<file path="config.mk">
export PLATFORM = sky130hd
export DESIGN_NAME = fp_normalize_round_flat
export DESIGN_NICKNAME = d
export VERILOG_FILES = /design/src/rtl/fp_normalize_round_if.sv /design/src/rtl/fp_normalize_round.sv /design/src/flat_wrapper.sv
export SDC_FILE = /design/constraint.sdc
export NUM_CORES = 1
export LEC_CHECK = 0
export CORE_MARGIN = 2
export CORE_UTILIZATION = 26
export CTS_CLUSTER_DIAMETER = 40
export CTS_CLUSTER_SIZE = 12
export DETAILED_ROUTE_END_ITERATION = 7
export PLACE_DENSITY_LB_ADDON = 0.3
export REMOVE_ABC_BUFFERS = 1
export SETUP_SLACK_MARGIN = 0.02
export SKIP_LAST_GASP = 1
export SLEW_MARGIN = 30
export SYNTH_ARGS = -nofsm -noshare
export SYNTH_HDL_FRONTEND = slang
export SYNTH_SLANG_ARGS = --single-unit
</file>
<file path="constraint.sdc">
create_clock -name clk -period 6.5 [get_ports clk]
set_input_delay 0.65 -clock clk [delete_from_list [all_inputs] [get_ports clk]]
set_output_delay 0.65 -clock clk [all_outputs]
set_load 0.02 [all_outputs]
</file>
<file path="src/rtl/fp_normalize_round_if.sv">
// Handshake bundle for the FP adder normalise/round stage: operand capture side
// plus packed result side. The block itself uses the slave modport.
interface fp_normalize_round_if #(
  parameter int EXP_W  = 8,
  parameter int FRAC_W = 23
);
  logic                    in_valid;
  logic                    in_ready;
  logic                    in_sign;
  logic [EXP_W-1:0]        in_exp;
  logic [FRAC_W+4:0]       in_mant;
  logic                    out_valid;
  logic                    out_ready;
  logic [EXP_W+FRAC_W:0]   out_result;
  logic                    out_overflow;
  logic                    out_underflow;
  logic                    out_zero;
  logic                    out_inexact;

  modport master (
    output in_valid, in_sign, in_exp, in_mant, out_ready,
    input  in_ready, out_valid, out_result, out_overflow, out_underflow,
           out_zero, out_inexact
  );

  modport slave (
    input  in_valid, in_sign, in_exp, in_mant, out_ready,
    output in_ready, out_valid, out_result, out_overflow, out_underflow,
           out_zero, out_inexact
  );
endinterface

</file>
<file path="src/rtl/fp_normalize_round.sv">
// Post-add normalise, round-to-nearest-even and pack for the basic FP adder.
// Optional FP_NORM_LZC_FAST_EN: single-cycle leading-zero shift instead of 1 bit/cycle.
module fp_normalize_round #(
  parameter int EXP_W  = 8,
  parameter int FRAC_W = 23
) (
  input  logic                 clk,
  input  logic                 rst,
  fp_normalize_round_if.slave  io
);
  localparam int MW = FRAC_W + 5;
  localparam int EW = EXP_W + 2;
  localparam int RW = EXP_W + FRAC_W + 1;
  localparam logic [EW-1:0] EXP_ONE = EW'(1);
  localparam logic [EW-1:0] EXP_MAX = {2'b00, {EXP_W{1'b1}}};

  typedef enum logic [1:0] {S_IDLE, S_SHIFT, S_ROUND, S_DONE} state_t;

  state_t          r_state, w_state_nxt;
  logic            r_sign, w_sign_nxt;
  logic [EW-1:0]   r_exp, w_exp_nxt;
  logic [MW-1:0]   r_mant, w_mant_nxt;
  logic [RW-1:0]   r_result, w_result_nxt;
  logic            r_ovf, w_ovf_nxt;
  logic            r_unf, w_unf_nxt;
  logic            r_zero, w_zero_nxt;
  logic            r_inx, w_inx_nxt;

  logic              w_lsb, w_g, w_rs, w_inc, w_carry, w_hidden;
  logic [FRAC_W+1:0] w_sig;
  logic [FRAC_W-1:0] w_frac;
  logic [EW-1:0]     w_rexp;

  // Rounding datapath on the registered significand {hidden, frac, G, R|S}
  always_comb begin
    w_lsb    = r_mant[3];
    w_g      = r_mant[2];
    w_rs     = r_mant[1] | r_mant[0];
    w_inc    = w_g & (w_rs | w_lsb);
    w_sig    = {1'b0, r_mant[MW-2:3]} + {{(FRAC_W+1){1'b0}}, w_inc};
    w_carry  = w_sig[FRAC_W+1];
    w_hidden = w_carry | w_sig[FRAC_W];
    w_frac   = w_carry ? '0 : w_sig[FRAC_W-1:0];
    w_rexp   = r_exp + {{(EW-1){1'b0}}, w_carry};
  end

`ifdef FP_NORM_LZC_FAST_EN
  logic [EW-1:0] w_lzc, w_shamt;

  // Distance from the hidden-bit position to the highest set bit below it
  always_comb begin
    w_lzc = EW'(MW - 1);
    for (int unsigned i = 0; i < MW - 1; i++) begin
      if (r_mant[i]) w_lzc = EW'(MW - 2 - i);
    end
    w_shamt = (w_lzc < (r_exp - EXP_ONE)) ? w_lzc : (r_exp - EXP_ONE);
  end
`endif

  always_ff @(posedge clk or posedge rst) begin
    if (rst) r_state <= S_IDLE;
    else     r_state <= w_state_nxt;
  end

  always_comb begin
    w_state_nxt  = r_state;
    w_sign_nxt   = r_sign;
    w_exp_nxt    = r_exp;
    w_mant_nxt   = r_mant;
    w_result_nxt = r_result;
    w_ovf_nxt    = r_ovf;
    w_unf_nxt    = r_unf;
    w_zero_nxt   = r_zero;
    w_inx_nxt    = r_inx;
    case (r_state)
      S_IDLE: begin
        if (io.in_valid) begin
          w_sign_nxt  = io.in_sign;
          w_exp_nxt   = (io.in_exp == '0) ? EXP_ONE : {2'b00, io.in_exp};
          w_mant_nxt  = io.in_mant;
          w_state_nxt = S_SHIFT;
        end
      end
      S_SHIFT: begin
        if (r_mant[MW-1]) begin
          w_mant_nxt  = {1'b0, r_mant[MW-1:2], r_mant[1] | r_mant[0]};
          w_exp_nxt   = r_exp + EXP_ONE;
          w_state_nxt = S_ROUND;
        end else if (r_mant == '0) begin
          w_result_nxt = '0;
          w_zero_nxt   = 1'b1;
          w_state_nxt  = S_DONE;
        end else if (r_mant[MW-2] || r_exp == EXP_ONE) begin
          w_state_nxt = S_ROUND;
        end else begin
`ifdef FP_NORM_LZC_FAST_EN
          // Shift stops at the same point the iterative loop would: hidden set or exp==1
          w_mant_nxt  = r_mant << w_shamt;
          w_exp_nxt   = r_exp - w_shamt;
          w_state_nxt = S_ROUND;
`else
          w_mant_nxt  = {r_mant[MW-2:0], 1'b0};
          w_exp_nxt   = r_exp - EXP_ONE;
`endif
        end
      end
      S_ROUND: begin
        w_inx_nxt  = w_g | w_rs;
        w_zero_nxt = 1'b0;
        w_ovf_nxt  = 1'b0;
        w_unf_nxt  = 1'b0;
        if (w_rexp >= EXP_MAX) begin
          w_result_nxt = {r_sign, {EXP_W{1'b1}}, {FRAC_W{1'b0}}};
          w_ovf_nxt    = 1'b1;
        end else if (!w_hidden) begin
          w_result_nxt = {r_sign, {EXP_W{1'b0}}, w_frac};
          w_unf_nxt    = 1'b1;
        end else begin
          w_result_nxt = {r_sign, w_rexp[EXP_W-1:0], w_frac};
        end
        w_state_nxt = S_DONE;
      end
      S_DONE: begin
        if (io.out_ready) begin
          w_ovf_nxt   = 1'b0;
          w_unf_nxt   = 1'b0;
          w_zero_nxt  = 1'b0;
          w_inx_nxt   = 1'b0;
          w_state_nxt = S_IDLE;
        end
      end
      default: w_state_nxt = S_IDLE;
    endcase
  end

  always_ff @(posedge clk or posedge rst) begin
    if (rst) begin
      r_sign   <= 1'b0;
      r_exp    <= '0;
      r_mant   <= '0;
      r_result <= '0;
      r_ovf    <= 1'b0;
      r_unf    <= 1'b0;
      r_zero   <= 1'b0;
      r_inx    <= 1'b0;
    end else begin
      r_sign   <= w_sign_nxt;
      r_exp    <= w_exp_nxt;
      r_mant   <= w_mant_nxt;
      r_result <= w_result_nxt;
      r_ovf    <= w_ovf_nxt;
      r_unf    <= w_unf_nxt;
      r_zero   <= w_zero_nxt;
      r_inx    <= w_inx_nxt;
    end
  end

  always_comb begin
    io.in_ready      = (r_state == S_IDLE);
    io.out_valid     = (r_state == S_DONE);
    io.out_result    = r_result;
    io.out_overflow  = r_ovf;
    io.out_underflow = r_unf;
    io.out_zero      = r_zero;
    io.out_inexact   = r_inx;
  end
endmodule

</file>
<file path="src/flat_wrapper.sv">
// flat-port wrapper written by rule: the top's interface ports become plain ports
module fp_normalize_round_flat 
#(
  parameter int EXP_W  = 8,
  parameter int FRAC_W = 23
)
  (clk, rst, io_in_valid, io_in_sign, io_in_exp, io_in_mant, io_out_ready, io_in_ready, io_out_valid, io_out_result, io_out_overflow, io_out_underflow, io_out_zero, io_out_inexact);
  fp_normalize_round_if #(.EXP_W(EXP_W), .FRAC_W(FRAC_W)) io_i ();
  input  logic clk;
  input  logic rst;
  input wire logic [$bits(io_i.in_valid)-1:0] io_in_valid;
  input wire logic [$bits(io_i.in_sign)-1:0] io_in_sign;
  input wire logic [$bits(io_i.in_exp)-1:0] io_in_exp;
  input wire logic [$bits(io_i.in_mant)-1:0] io_in_mant;
  input wire logic [$bits(io_i.out_ready)-1:0] io_out_ready;
  output wire logic [$bits(io_i.in_ready)-1:0] io_in_ready;
  output wire logic [$bits(io_i.out_valid)-1:0] io_out_valid;
  output wire logic [$bits(io_i.out_result)-1:0] io_out_result;
  output wire logic [$bits(io_i.out_overflow)-1:0] io_out_overflow;
  output wire logic [$bits(io_i.out_underflow)-1:0] io_out_underflow;
  output wire logic [$bits(io_i.out_zero)-1:0] io_out_zero;
  output wire logic [$bits(io_i.out_inexact)-1:0] io_out_inexact;
  assign io_i.in_valid = io_in_valid;
  assign io_i.in_sign = io_in_sign;
  assign io_i.in_exp = io_in_exp;
  assign io_i.in_mant = io_in_mant;
  assign io_i.out_ready = io_out_ready;
  assign io_in_ready = io_i.in_ready;
  assign io_out_valid = io_i.out_valid;
  assign io_out_result = io_i.out_result;
  assign io_out_overflow = io_i.out_overflow;
  assign io_out_underflow = io_i.out_underflow;
  assign io_out_zero = io_i.out_zero;
  assign io_out_inexact = io_i.out_inexact;
  fp_normalize_round #(.EXP_W(EXP_W), .FRAC_W(FRAC_W)) u_core (.clk(clk), .rst(rst), .io(io_i));
endmodule
</file>
## Word-level counts from Yosys, hierarchy flattened

Index checks and enable logic that the tools add are counted.

- $add $sub $neg: 4
- Order comparisons: 1
- Equal/unequal tests: 11
- Muxes and demuxes: 33
- Bitwise logic cells: 5
- Reduce and logical (&&, ||, !) cells: 15

Operator list:

| cell | count |
|---|---|
| $mux W28 | 4 |
| $mux W32 | 2 |
| $pmux W32 S2 | 1 |
| $mux W31 | 2 |
| $pmux W28 S2 | 1 |
| $mux W10 | 4 |
| $logic_not A28 Y1 | 1 |
| $add A24 B1 Y25 | 1 |
| $mux W23 | 1 |
| $pmux W10 S2 | 1 |
| $add A10 B1 Y10 | 1 |
| $add A10 B1 Y10 const B | 1 |
| $eq A10 B1 Y1 const B | 1 |
| $ge A10 B8 Y1 const B | 1 |
| $mux W2 | 5 |
| $sub A10 B1 Y10 const B | 1 |
| $logic_not A8 Y1 | 1 |
| $mux W8 | 1 |
| $pmux W2 S4 | 1 |
| $reduce_and A4 Y1 | 2 |
| $mux W1 | 6 |
| $ne A2 B2 Y1 const B | 3 |
| $ne A3 B2 Y1 const B | 2 |
| $pmux W1 S2 | 3 |
| other kinds (13) | 22 |

- Register bits: 77
- Input bits: 41
- Output and inout bits: 38
- Logic and storage cells: 79

## Logic depth before layout (Yosys ltp)

Gate-level depths: netlist of the first run.

- Word-level depth: 8
- Depth in mapped cells: 13
- Mapped depth without buffers: 12

## Worst setup path after synthesis of the first run

No wires, ideal clock.

- Path kind: register to register
- Start: register u_core.r_mant[12]
- End: register u_core.r_result[23], in the netlist u_core.io.out_result[23]
- Setup time: 126 ps
- Arrival time: 3097 ps
- Data required time: 6374 ps
- Slack: 3277 ps
- Stages on the path, launching flop included: 12
- Path buffers: 1
- Clock period less this slack: 3223 ps
- Cells stage by stage: dfrtp_1 -> buf_2 -> nand4_2 -> or4_4 -> nor4_4 -> ha_1 -> ha_1 -> nand4_1 -> or4_1 -> o211ai_2 -> a21oi_1 -> a221o_1

- Word-level cells in the longest chain between the ends: 5
- Elaborated cells between the ends (all ways): 10
- Classes of those cells: add/sub (2); order compare (1); eq/ne (1); mux (3); bitwise (1); reduce/logical (2)

Ends and longest elaborated chain:

| what | line | source |
|---|---|---|
| from (decl) | fp_normalize_round.sv:22 | `logic [MW-1:0] r_mant, w_mant_nxt;` |
| from (signal assigned) | fp_normalize_round.sv:149 | `r_mant <= w_mant_nxt;` |
| $add A24 B1 Y25 | fp_normalize_round.sv:40 | `w_sig = {1'b0, r_mant[MW-2:3]} + {{(FRAC_W+1){1'b0}}, w_inc};` |
| $add A10 B1 Y10 / $or A1 B1 Y1 (equally long branches) | fp_normalize_round.sv:44, fp_normalize_round.sv:42 |  |
| $ge A10 B8 Y1 / $mux W31 (equally long branches) | fp_normalize_round.sv:112, fp_normalize_round.sv:115 |  |
| $mux W31 | fp_normalize_round.sv:112 | `if (w_rexp >= EXP_MAX) begin` |
| $pmux W32 S2 | fp_normalize_round.sv:75 | `case (r_state)` |
| to (signal assigned) | fp_normalize_round.sv:150 | `r_result <= w_result_nxt;` |
| to (decl) | fp_normalize_round.sv:23 | `logic [RW-1:0] r_result, w_result_nxt;` |

Parallel ways exist; a longest one is shown, timed or not.
A chain may end at the register's enable or synchronous reset.

## Worst setup path after layout of the first run

- Start: register u_core.r_mant[12]
- End: register u_core.r_result[16], in the netlist u_core.io.out_result[16]

- Word-level cells in the longest chain between the ends: 5
- Elaborated cells between the ends (all ways): 10
- Classes of those cells: add/sub (2); order compare (1); eq/ne (1); mux (4); reduce/logical (2)

Ends and longest elaborated chain:

| what | line |
|---|---|
| $add A24 B1 Y25 | fp_normalize_round.sv:40 |
| $add A10 B1 Y10 / $mux W23 (equally long branches) | fp_normalize_round.sv:44, fp_normalize_round.sv:43 |
| $ge A10 B8 Y1 / $mux W31 (equally long branches) | fp_normalize_round.sv:112, fp_normalize_round.sv:115 |
| $mux W31 | fp_normalize_round.sv:112 |
| $pmux W32 S2 | fp_normalize_round.sv:75 |

Parallel ways exist; a longest one is shown, timed or not.

==> impl_metrics.json, run 1 <==
{
  "totalPowerFinal_w": 0.00331,
  "cp-end-kind": "flip-flop",
  "status": "finished clean",
  "gp_congestion": 0.859,
  "antenna_found_initial": 0,
  "io_buffers": 78,
  "powerDensity_mw_per_mm2": 529,
  "layout-drive-gt1-share_pct": 13.5,
  "finalNetCount": 612,
  "die_h_um": 143,
  "cts_root_buf": "clkbuf_16",
  "cap_violations": 0,
  "hp-class": "flip-flop to flip-flop",
  "wl_per_cell_um": 18.4,
  "initial_core_util_pct": 26.6,
  "setup_viol": 0,
  "ys_async_sr_fraction_pct": 100,
  "grt_overflow": 0,
  "fin_ws_ps": 2620,
  "multiInputGateArea_mm2": 0.00280,
  "path_cells": "nand4_2 -> or4_4 -> nor4_4 -> ha_1 -> nand3_1 -> o21a_1 -> o2111ai_1 -> nand3_1 -> o21ai_0",
  "vias": 4318,
  "period_needed_ps": 3880,
  "crit_top_cell": "nand3_1",
  "rows": 50,
  "timing.fmax_mhz": 257,
  "cts_tree": "done",
  "ir_drop_uv": 236,
  "via_per_inst": 5.23,
  "grt_pass1_wl_um": 23900,
  "synth_flop_cell": "dfrtp_1",
  "synth_compound_area_share_pct": 20.1,
  "drt_iter0_markers": 434,
  "cts_hold_buf": 0,
  "cp.arrival_ps": 4130,
  "syn_to_final_growth_pct": 24.7,
  "final_common_cell": "clkdlybuf4s50_1",
  "slew_violations": 0,
  "synth_cells": 509,
  "ant_nets": 0,
  "synthAdderAreaFrac_pct": 2.75,
  "clock_latency_ps": 350,
  "antenna_cells": 0,
  "first_pass_iters": 5,
  "cts_buffer_depth": 2,
  "synth-edff-count": 0,
  "crit_path_top_delay_cell": "or4_4",
  "period_share_pct": 59.8,
  "clock-sinks": 77,
  "grt_pass1_vias": 4238,
  "seqCellArea_mm2": 0.00193,
  "ys_seq_area_share_pct": 38.4,
  "crit_type": "flip-flop to flip-flop",
  "cts.clk_slew.worst_paths_ps": 60,
  "n_fill_cell": 1929,
  "pin_count": 79,
  "cts_setup_buffers": 0,
  "core_region_area_mm2": 0.0188,
  "final_cell_mix": "clkdlybuf4s50_1 (78), dfrtp_1 (77), nand2_1 (51)",
  "tightest_slew_ps": 856,
  "muxShareOfSynthArea_pct": 8.68,
  "final_hold_viol_count": 0,
  "tns_ps": 0,
  "slew_headroom_pct": 42.7,
  "finalClockSkew_ps": 6.00,
  "worstPathMaxFanout": 11,
  "remaining_drc_errors": 0,
  "grt_max_degree": 78,
  "required_ps": 6750,
  "yosys_warnings": 0,
  "cts_buffers": 9,
  "ctsHtreeMaxLevel": 3,
  "dieArea_mm2": 0.0204,
  "synth_seq_cells": 77,
  "postSynthAreaPerCell_um2": 9.85,
  "rsz0062_at_grt": "no",
  "start_kind": "flip-flop",
  "synth_top_family_by_area": "compound AO/OA/AOI/OAI gates",
  "track_usage_pct": 15.2,
  "wl_um": 15100,
  "cp_slowest_stage_delay_ps": 570,
  "place_hpwl_um": 10600,
  "cts_resized": 0,
  "syn-cell-area_mm2": 0.00501,
  "synth-xor-area-share_pct": 4.72,
  "die_w_um": 143,
  "leakagePower_nw": 2.51,
  "place_ws_ps": 2620,
  "synthSimpleGateAreaFrac_pct": 19.3,
  "synth.distinct_cells": 65
}
stage by stage:
| step | hold slack [ps] | std cells | cell area (um^2) | utilization [%] |
|---|---|---|---|---|
| after floorplan | 479 | 464 | 4760 | - |
| after global placement | 468 | 808 | 5930 | 31.5 |
| after detailed placement | 476 | 809 | 5940 | 31.5 |
| after CTS | 490 | 825 | 6250 | 33.2 |
| after global routing | 506 | 825 | 6250 | 33.2 |
| final | 479 | 825 | 6250 | 33.2 |
power breakdown:
part           switching (W)  leakage (nW)  internal, W
clock               0.000206         0.147     0.000336
sequential          0.000342         0.950     0.000709
combinational       0.000912          1.41     0.000800
total                0.00146          2.51      0.00185
synthesized netlist by cell type, types with 2 or more instances:
cell	number	area (um^2)
a211oi_1	2	15.0
a21oi_1	9	45.0
a221o_1	32	320
a221oi_1	5	43.8
a2bb2oi_1	6	52.6
a31oi_1	4	25.0
a41oi_1	2	17.5
and2_1	2	12.5
and3_1	22	138
and4_1	7	61.3
buf_1	2	7.51
buf_2	16	80.1
buf_4	2	15.0
buf_6	5	56.3
clkbuf_1	17	63.8
clkbuf_2	2	10.0
dfrtp_1	77	1930
ha_1	11	138
inv_1	12	45.0
mux2_2	4	45.0
mux2_4	24	360
mux2i_1	3	30.0
nand2_1	51	191
nand2b_1	2	12.5
nand3_1	19	95.1
nand4_1	11	68.8
nand4_2	2	25.0
nor2_1	19	71.3
nor2b_1	3	18.8
nor3_1	13	65.1
nor4_1	12	75.1
o2111ai_1	2	17.5
o211ai_1	3	22.5
o21a_1	2	15.0
o21ai_0	26	130
o21ai_1	5	25.0
o21ai_2	11	96.3
o22ai_1	4	25.0
o2bb2ai_1	2	17.5
o31ai_1	2	15.0
or2_2	4	25.0
or4_1	2	15.0
xnor2_1	14	123
xor2_1	13	114
cell families after synthesis:
logic type / after synthesis
AOI/OAI and AO/OA: 129
buffers and inverters: 58
muxes: 31
xor gates and xnor gates: 27
and+or+nand+nor: 176
DFF: 77
adders and majority gates: 11
registers in the layout, indices dropped and copies added (netlist names):
register                 cells
u_core.io.out_result        32
u_core.io.out_zero           1
u_core.r_exp                10
u_core.r_mant               28
u_core.io.out_underflow      1
u_core.r_state               2
u_core.io.out_inexact        1
u_core.io.out_overflow       1
u_core.r_sign                1
cell type report:
class,count,share of cell area (%)
Clock inverter,4,1.16
Inverter,13,0.781
Tap cell,260,5.21
Clock buffer,12,3.78
Multi-Input combinational cell,374,44.8
Timing Repair Buffer,85,13.5
Sequential cell,77,30.8
worst max-delay path, delay by kind of cell (launching register included):
| kind | cells | cell delay (ps) |
|---|---|---|
| AO/OA/AOI/OAI | 3 | 1120 |
| flip-flops | 1 | 540 |
| adder cells (fa/ha/maj) | 1 | 230 |
| AND/OR/NAND/NOR | 5 | 1890 |
path summary, 6_finish.rpt:
check,startpoint,endpoint,slack [ps],cells after the start
max in group asynchronous,rst,u_core.r_mant[5],5130,3
max,u_core.r_mant[12],u_core.io.out_result[16],2620,9
max reg2reg,u_core.r_mant[12],u_core.io.out_result[16],2620,9
min in group asynchronous,rst,u_core.r_mant[22],820,3
min reg2reg,u_core.io.out_result[10],u_core.io.out_result[10],480,2
min,u_core.io.out_result[10],u_core.io.out_result[10],480,2
routing by layer:
metal	vias to the layer above	GRT usage, %	part of all wire, %
met4	0	4.01	1.5
met1	2151	21.0	47
met5	-	0	0
li1	2022	-	-
met3	16	3.45	4.6
met2	129	24.0	47
(Power assumes the default switching activity.)
==> inputs of run 2 (changes only) <==
==> constraint.sdc (replaced) <==
create_clock -name clk -period 3.2 [get_ports clk]
set_input_delay 0.32 -clock clk [delete_from_list [all_inputs] [get_ports clk]]
set_output_delay 0.32 -clock clk [all_outputs]
set_load 0.02 [all_outputs]
==> run 2 against run 1 <==
Net effect:
- maximum frequency up 28%
- total power up 120%
- core utilization up 2.9 points
- cell area up 8.8%
- combinational power rose to 2.5 times the previous value
- clock power up 130%
- cell count up 6.1%
- global-route usage up 0.47 points
- sequential power up 72%
- critical endpoint is now u_core.io.out_result[21]
- largest power group unchanged
- highest routed layer unchanged
==> impl_metrics.json, run 2 (synthesized netlist as in run 1, its figures left out) <==
{
  "pin_count": 79,
  "period_needed_ps": 3040,
  "cap_violations": 0,
  "cts.clk_slew.worst_paths_ps": 60,
  "cts_buffer_depth": 2,
  "required_ps": 3440,
  "place_area_mm2": 0.00635,
  "cts_hold_buf": 0,
  "cp_slowest_stage_delay_ps": 350,
  "grt_pass1_vias": 4491,
  "ir_drop_uv": 422,
  "grt_pass1_wl_um": 24800,
  "reg2reg_depth": 15,
  "endpoint": "u_core.io.out_result[21]",
  "rows": 50,
  "timing.fmax_mhz": 329,
  "status": "finished clean",
  "place_ws_ps": -9.56,
  "clock_latency_ps": 350,
  "r2r-start": "u_core.r_mant[3]",
  "cp.arrival_ps": 3280,
  "multiInputGateArea_mm2": 0.00288,
  "first_pass_iters": 6,
  "finalNetCount": 662,
  "final_common_cell": "clkdlybuf4s50_1",
  "gp_congestion": 0.861,
  "clock-sinks": 77,
  "layout-drive-gt1-share_pct": 23.3,
  "final_hold_viol_count": 0,
  "io_buffers": 78,
  "cts_tree": "done",
  "initial_core_util_pct": 26.6,
  "totalPowerFinal_w": 0.00737,
  "finalClockSkew_ps": 7.32,
  "startpoint": "u_core.r_mant[3]",
  "remaining_drc_errors": 0,
  "tns_ps": 0,
  "slew_headroom_pct": 41.7,
  "via_per_inst": 5.21,
  "ant_nets": 0,
  "wl_um": 15500,
  "die_w_um": 143,
  "hp-class": "input pin to asynchronous set/reset pin",
  "fin_ws_ps": 156,
  "largest_register_ffs": 32,
  "r2r-end": "u_core.io.out_result[21]",
  "final_cell_mix": "clkdlybuf4s50_1 (78), dfrtp_1 (77), buf_4 (53)",
  "grt_max_degree": 50,
  "seqCellArea_mm2": 0.00193,
  "dieArea_mm2": 0.0204,
  "ctsHtreeMaxLevel": 3,
  "worstPathMaxFanout": 7,
  "path_cells": "and2_4 -> ha_4 -> and4_4 -> nand2_2 -> nor4_4 -> ha_2 -> ha_2 -> buf_4 -> xor2_2 -> and4_1 -> o2111ai_2 -> buf_4 -> nand4b_4 -> buf_12 -> o21ai_1",
  "start_kind": "flip-flop",
  "die_h_um": 143,
  "slew_violations": 0,
  "crit_buf_inv": 3,
  "crit_type": "flip-flop to flip-flop",
  "design_area_mm2": 0.00680,
  "vias": 4557,
  "whs_ps": 421,
  "cp.depth": 15,
  "syn_to_final_growth_pct": 35.7,
  "setup_viol": 0,
  "antenna_found_initial": 0,
  "critPathTopFamily": "simple AND/OR/NAND/NOR gates",
  "period_share_pct": 95.1,
  "antenna_cells": 0,
  "n_fill_cell": 1920,
  "tightest_slew_ps": 872,
  "regToRegSetupSlack_ps": 160,
  "grt_overflow": 0,
  "crit_path_top_delay_cell": "dfrtp_1",
  "cts_buffers": 9,
  "place_hpwl_um": 11400,
  "cts_root_buf": "clkbuf_16",
  "cp-end-kind": "flip-flop",
  "drt_iter0_markers": 467,
  "wl_per_cell_um": 17.8,
  "core_region_area_mm2": 0.0188,
  "leakagePower_nw": 2.84,
  "track_usage_pct": 15.7,
  "powerDensity_mw_per_mm2": 1080
}
[run 2: cell count changes in the layout (fill, tap and decap cells not counted), sizes merged]
| cell | before | now |
|---|---|---|
| clkbuf | 12 | 11 |
| bufinv | 2 | 3 |
| buf | 7 | 57 |
[run 2: worst register-to-register path: cells and delay by family, from the launching register on]
kind | cells | cell delay [ps]
adder cells (fa/ha/maj) | 3 | 550
buffers and inverters | 3 | 490
XOR/XNOR | 1 | 150
AO/OA/AOI/OAI | 2 | 240
flip-flops | 1 | 350
AND/OR/NAND/NOR | 6 | 1160
[run 2: stage by stage]
stage | instances | utilization (%)
global placement | 855 | 33.5
floorplan | 464 | -
finish | 875 | 36.1
global route | 875 | 36.1
CTS | 873 | 35.6
detailed placement | 857 | 33.7
[run 2: where the power goes]
| group | internal (W) | total, W | switching (W) |
|---|---|---|---|
| Sequential | 0.00144 | 0.00181 | 0.000369 |
| Clock | 0.000806 | 0.00123 | 0.000423 |
| Combinational | 0.00205 | 0.00432 | 0.00227 |
[run 2: cell type report]
cell class | instances | area share (%)
clock buffer | 11 | 3.72
clock inverter | 5 | 1.56
timing repair buffer | 135 | 18.5
tap | 260 | 4.78
sequential | 77 | 28.3
multi-input combinational | 374 | 42.4
inverter | 13 | 0.717
[run 2: layer usage]
| layer | track usage, % | up-vias | part of all wire (%) |
|---|---|---|---|
| met2 | 24.5 | 139 | 47 |
| met3 | 3.22 | 26 | 5.1 |
| met1 | 21.7 | 2275 | 46 |
| met5 | 0 | - | 0 |
| li1 | - | 2117 | - |
| met4 | 5.00 | 0 | 1.8 |
[run 2: how the worst min path moves through the flow]
stage | end | slack (ps) | depth (start not counted)
6_report | u_core.io.out_result[23] | 420 | 2
5_1_grt | u_core.io.out_result[23] | 480 | 2
4_1_cts | u_core.io.out_result[23] | 440 | 2
3_5_place_dp | u_core.io.out_result[13] | 470 | 2
3_3_place_gp | u_core.io.out_result[15] | 470 | 2
2_1_floorplan | u_core.r_mant[27] | 440 | 2
[run 2: what timing repair did]
action,in CTS,in global routing
resized for setup,1,17
pin swaps,0,6
setup buffers,0,2
setup endpoints to repair,8,33
cloned,0,0
==> inputs of run 3 (changes only) <==
--- a/config.mk
+++ b/config.mk
@@ -5,13 +5,14 @@
 export SDC_FILE = /design/constraint.sdc
 export NUM_CORES = 1
 export LEC_CHECK = 0
+export CAP_MARGIN = 20
 export CORE_MARGIN = 2
 export CORE_UTILIZATION = 26
 export CTS_CLUSTER_DIAMETER = 40
 export CTS_CLUSTER_SIZE = 12
 export DETAILED_ROUTE_END_ITERATION = 7
+export GPL_TIMING_DRIVEN = 1
 export PLACE_DENSITY_LB_ADDON = 0.3
-export REMOVE_ABC_BUFFERS = 1
 export SETUP_SLACK_MARGIN = 0.02
 export SKIP_LAST_GASP = 1
 export SLEW_MARGIN = 30
==> run 3 against run 2 <==
Net effect:
- clock skew is 0.56 ps higher
- wire length increased by 0.50%
- cell area down 1.4%
- core utilization decreased by 0.50 points
- clock power shrank 15%
==> impl_metrics.json, run 3 (synthesized netlist as in run 1, its figures left out) <==
{
  "status": "finished clean",
  "design_area_mm2": 0.00671,
  "cts_buffers": 9,
  "ant_nets": 0,
  "met1_usage_pct": 21.0,
  "cp_slowest_stage_delay_ps": 350,
  "tightest_slew_ps": 799,
  "ir_drop_uv": 408,
  "final_hold_viol_count": 0,
  "fin_ws_ps": 173,
  "crit_type": "flip-flop to flip-flop",
  "n_fill_cell": 1893,
  "cp-end-kind": "flip-flop",
  "cts_root_buf": "clkbuf_16",
  "start_kind": "flip-flop",
  "largest_register_ffs": 32,
  "vias": 4465,
  "slew_violations": 0,
  "via_per_inst": 5.16,
  "swShare_pct": 43.5,
  "required_ps": 3480,
  "final_cell_mix": "clkdlybuf4s50_1 (78), dfrtp_1 (77), nand2_1 (50)",
  "leakagePower_nw": 2.77,
  "gr-usage-met3_pct": 2.92,
  "post-route-util_pct": 35.6,
  "totalPowerFinal_w": 0.00716,
  "cts_hold_buf": 0,
  "cp.arrival_ps": 3310,
  "path_cells": "and2_4 -> ha_4 -> and4_4 -> nand2_2 -> nor4_4 -> ha_2 -> ha_4 -> buf_6 -> and4_4 -> nand3_2 -> o211ai_4 -> nand4b_4 -> clkbuf_16 -> o21ai_2",
  "wl_um": 15600,
  "first_pass_iters": 6,
  "comb_power_share_pct": 59.3,
  "gp_congestion": 0.856,
  "die_w_um": 143,
  "place_ws_ps": -97.9,
  "hp-class": "input pin to asynchronous set/reset pin",
  "core_region_area_mm2": 0.0188,
  "io_buffers": 78,
  "clock_latency_ps": 350,
  "dp.cells": 846,
  "cts_tree": "done",
  "period_needed_ps": 3030,
  "grt_pass1_wl_um": 24800,
  "place_area_mm2": 0.00621,
  "ctsHtreeMaxLevel": 3,
  "setup_viol": 0,
  "clock-sinks": 77,
  "grt_overflow": 0,
  "remaining_drc_errors": 0,
  "initial_core_util_pct": 26.6,
  "internal-power_w": 0.00405,
  "slew_headroom_pct": 46.5,
  "rows": 50,
  "dieArea_mm2": 0.0204,
  "layout-drive-gt1-share_pct": 22.6,
  "fin_cells": 866,
  "crit_buf_inv": 2,
  "rsz0062_at_grt": "no",
  "grt_max_degree": 48,
  "wl_per_cell_um": 18.0,
  "grt_pass1_vias": 4526,
  "die_h_um": 143,
  "p_seq_share_pct": 26.1,
  "place_hpwl_um": 11400,
  "synth_nets": 561,
  "grt_util_met2_pct": 24.8,
  "powerDensity_mw_per_mm2": 1070,
  "cts_buffer_depth": 2,
  "p_clk_share_pct": 14.7,
  "critPathTopFamily": "simple AND/OR/NAND/NOR gates",
  "final_common_cell": "clkdlybuf4s50_1",
  "period_share_pct": 94.6,
  "finalClockSkew_ps": 7.88,
  "busiest_layer": "met2",
  "finalNetCount": 653,
  "pin_count": 79,
  "drt_iter0_markers": 356,
  "cap_violations": 0,
  "worstPathMaxFanout": 6,
  "antenna_found_initial": 0,
  "track_usage_pct": 15.7,
  "antenna_cells": 0,
  "syn_to_final_growth_pct": 33.8,
  "timing.fmax_mhz": 330,
  "crit_path_top_delay_cell": "dfrtp_1",
  "p_switching_w": 0.00311,
  "cts.clk_slew.worst_paths_ps": 60
}
## run 3: changes by cell type in the layout (fill, tap and decap cells not counted), moves of 2 or more
cell,change
buf_4,-10
buf_6,+3
bufinv_16,-2
nand3_2,+2
o21ai_0,-3
o21ai_1,+2
## run 3: power groups by stage
stage / clock network [W] / registers (W) / logic, W
5_1_grt: 0.00111 / 0.00193 / 0.00458
3_3_place_gp: 0 / 0.00184 / 0.00396
6_report: 0.00105 / 0.00187 / 0.00424
2_1_floorplan: 0 / 0.00198 / 0.00257
3_5_place_dp: 0 / 0.00186 / 0.00405
4_1_cts: 0.00107 / 0.00185 / 0.00409
## run 3: final timing paths
check	from	to	slack [ps]	cells after the start
max in group asynchronous	rst	u_core.io.out_result[15]	2260	3
min in group clk	u_core.io.out_result[6]	u_core.io.out_result[6]	470	2
max reg2reg	u_core.r_mant[2]	u_core.io.out_result[17]	170	14
min	rst	u_core.io.out_result[30]	190	2
max	u_core.r_mant[2]	u_core.io.out_result[17]	170	14
min reg2reg	u_core.io.out_result[6]	u_core.io.out_result[6]	470	2
## run 3: final cells by class
type / instances / area, um^2 / area share, %
clock buffer: 11 / 243 / 3.62
clock inverter: 5 / 58.8 / 0.877
inverter: 13 / 48.8 / 0.727
multi-input combinational: 374 / 2920 / 43.6
sequential: 77 / 1930 / 28.7
tap: 260 / 325 / 4.85
timing repair buffer: 126 / 1180 / 17.6
## run 3: timing repair
action	4_1_cts	5_1_grt
pin swaps	1	9
gates cloned	0	1
resized for setup	0	29
buffers inserted	1	2
setup endpoints to repair	12	33
## run 3: worst register-to-register path: cells and delay by family (launching register included)
| family | cells | cell delay [ps] |
|---|---|---|
| buffers and inverters | 2 | 310 |
| adders and majority gates | 3 | 530 |
| and+or+nand+nor | 7 | 1330 |
| AOI/OAI and AO/OA | 2 | 430 |
| DFF | 1 | 350 |
## run 3: metal layers
metal  wire, um  vias to the layer above  share of wire (%)
li1           -                     2100                  -
met1       7010                     2199                 45
met2       7370                      143                 47
met3        884                       23                5.7
met4        352                        0                2.3
met5          0                        -                  0
## run 3: metrics by stage
stage / hold slack [ps] / TNS (ps)
after detailed placement: 471 / -781
after CTS: 203 / 0
after global routing: 235 / 0
final: 193 / 0
after floorplan: 437 / 0
after global placement: 472 / 0
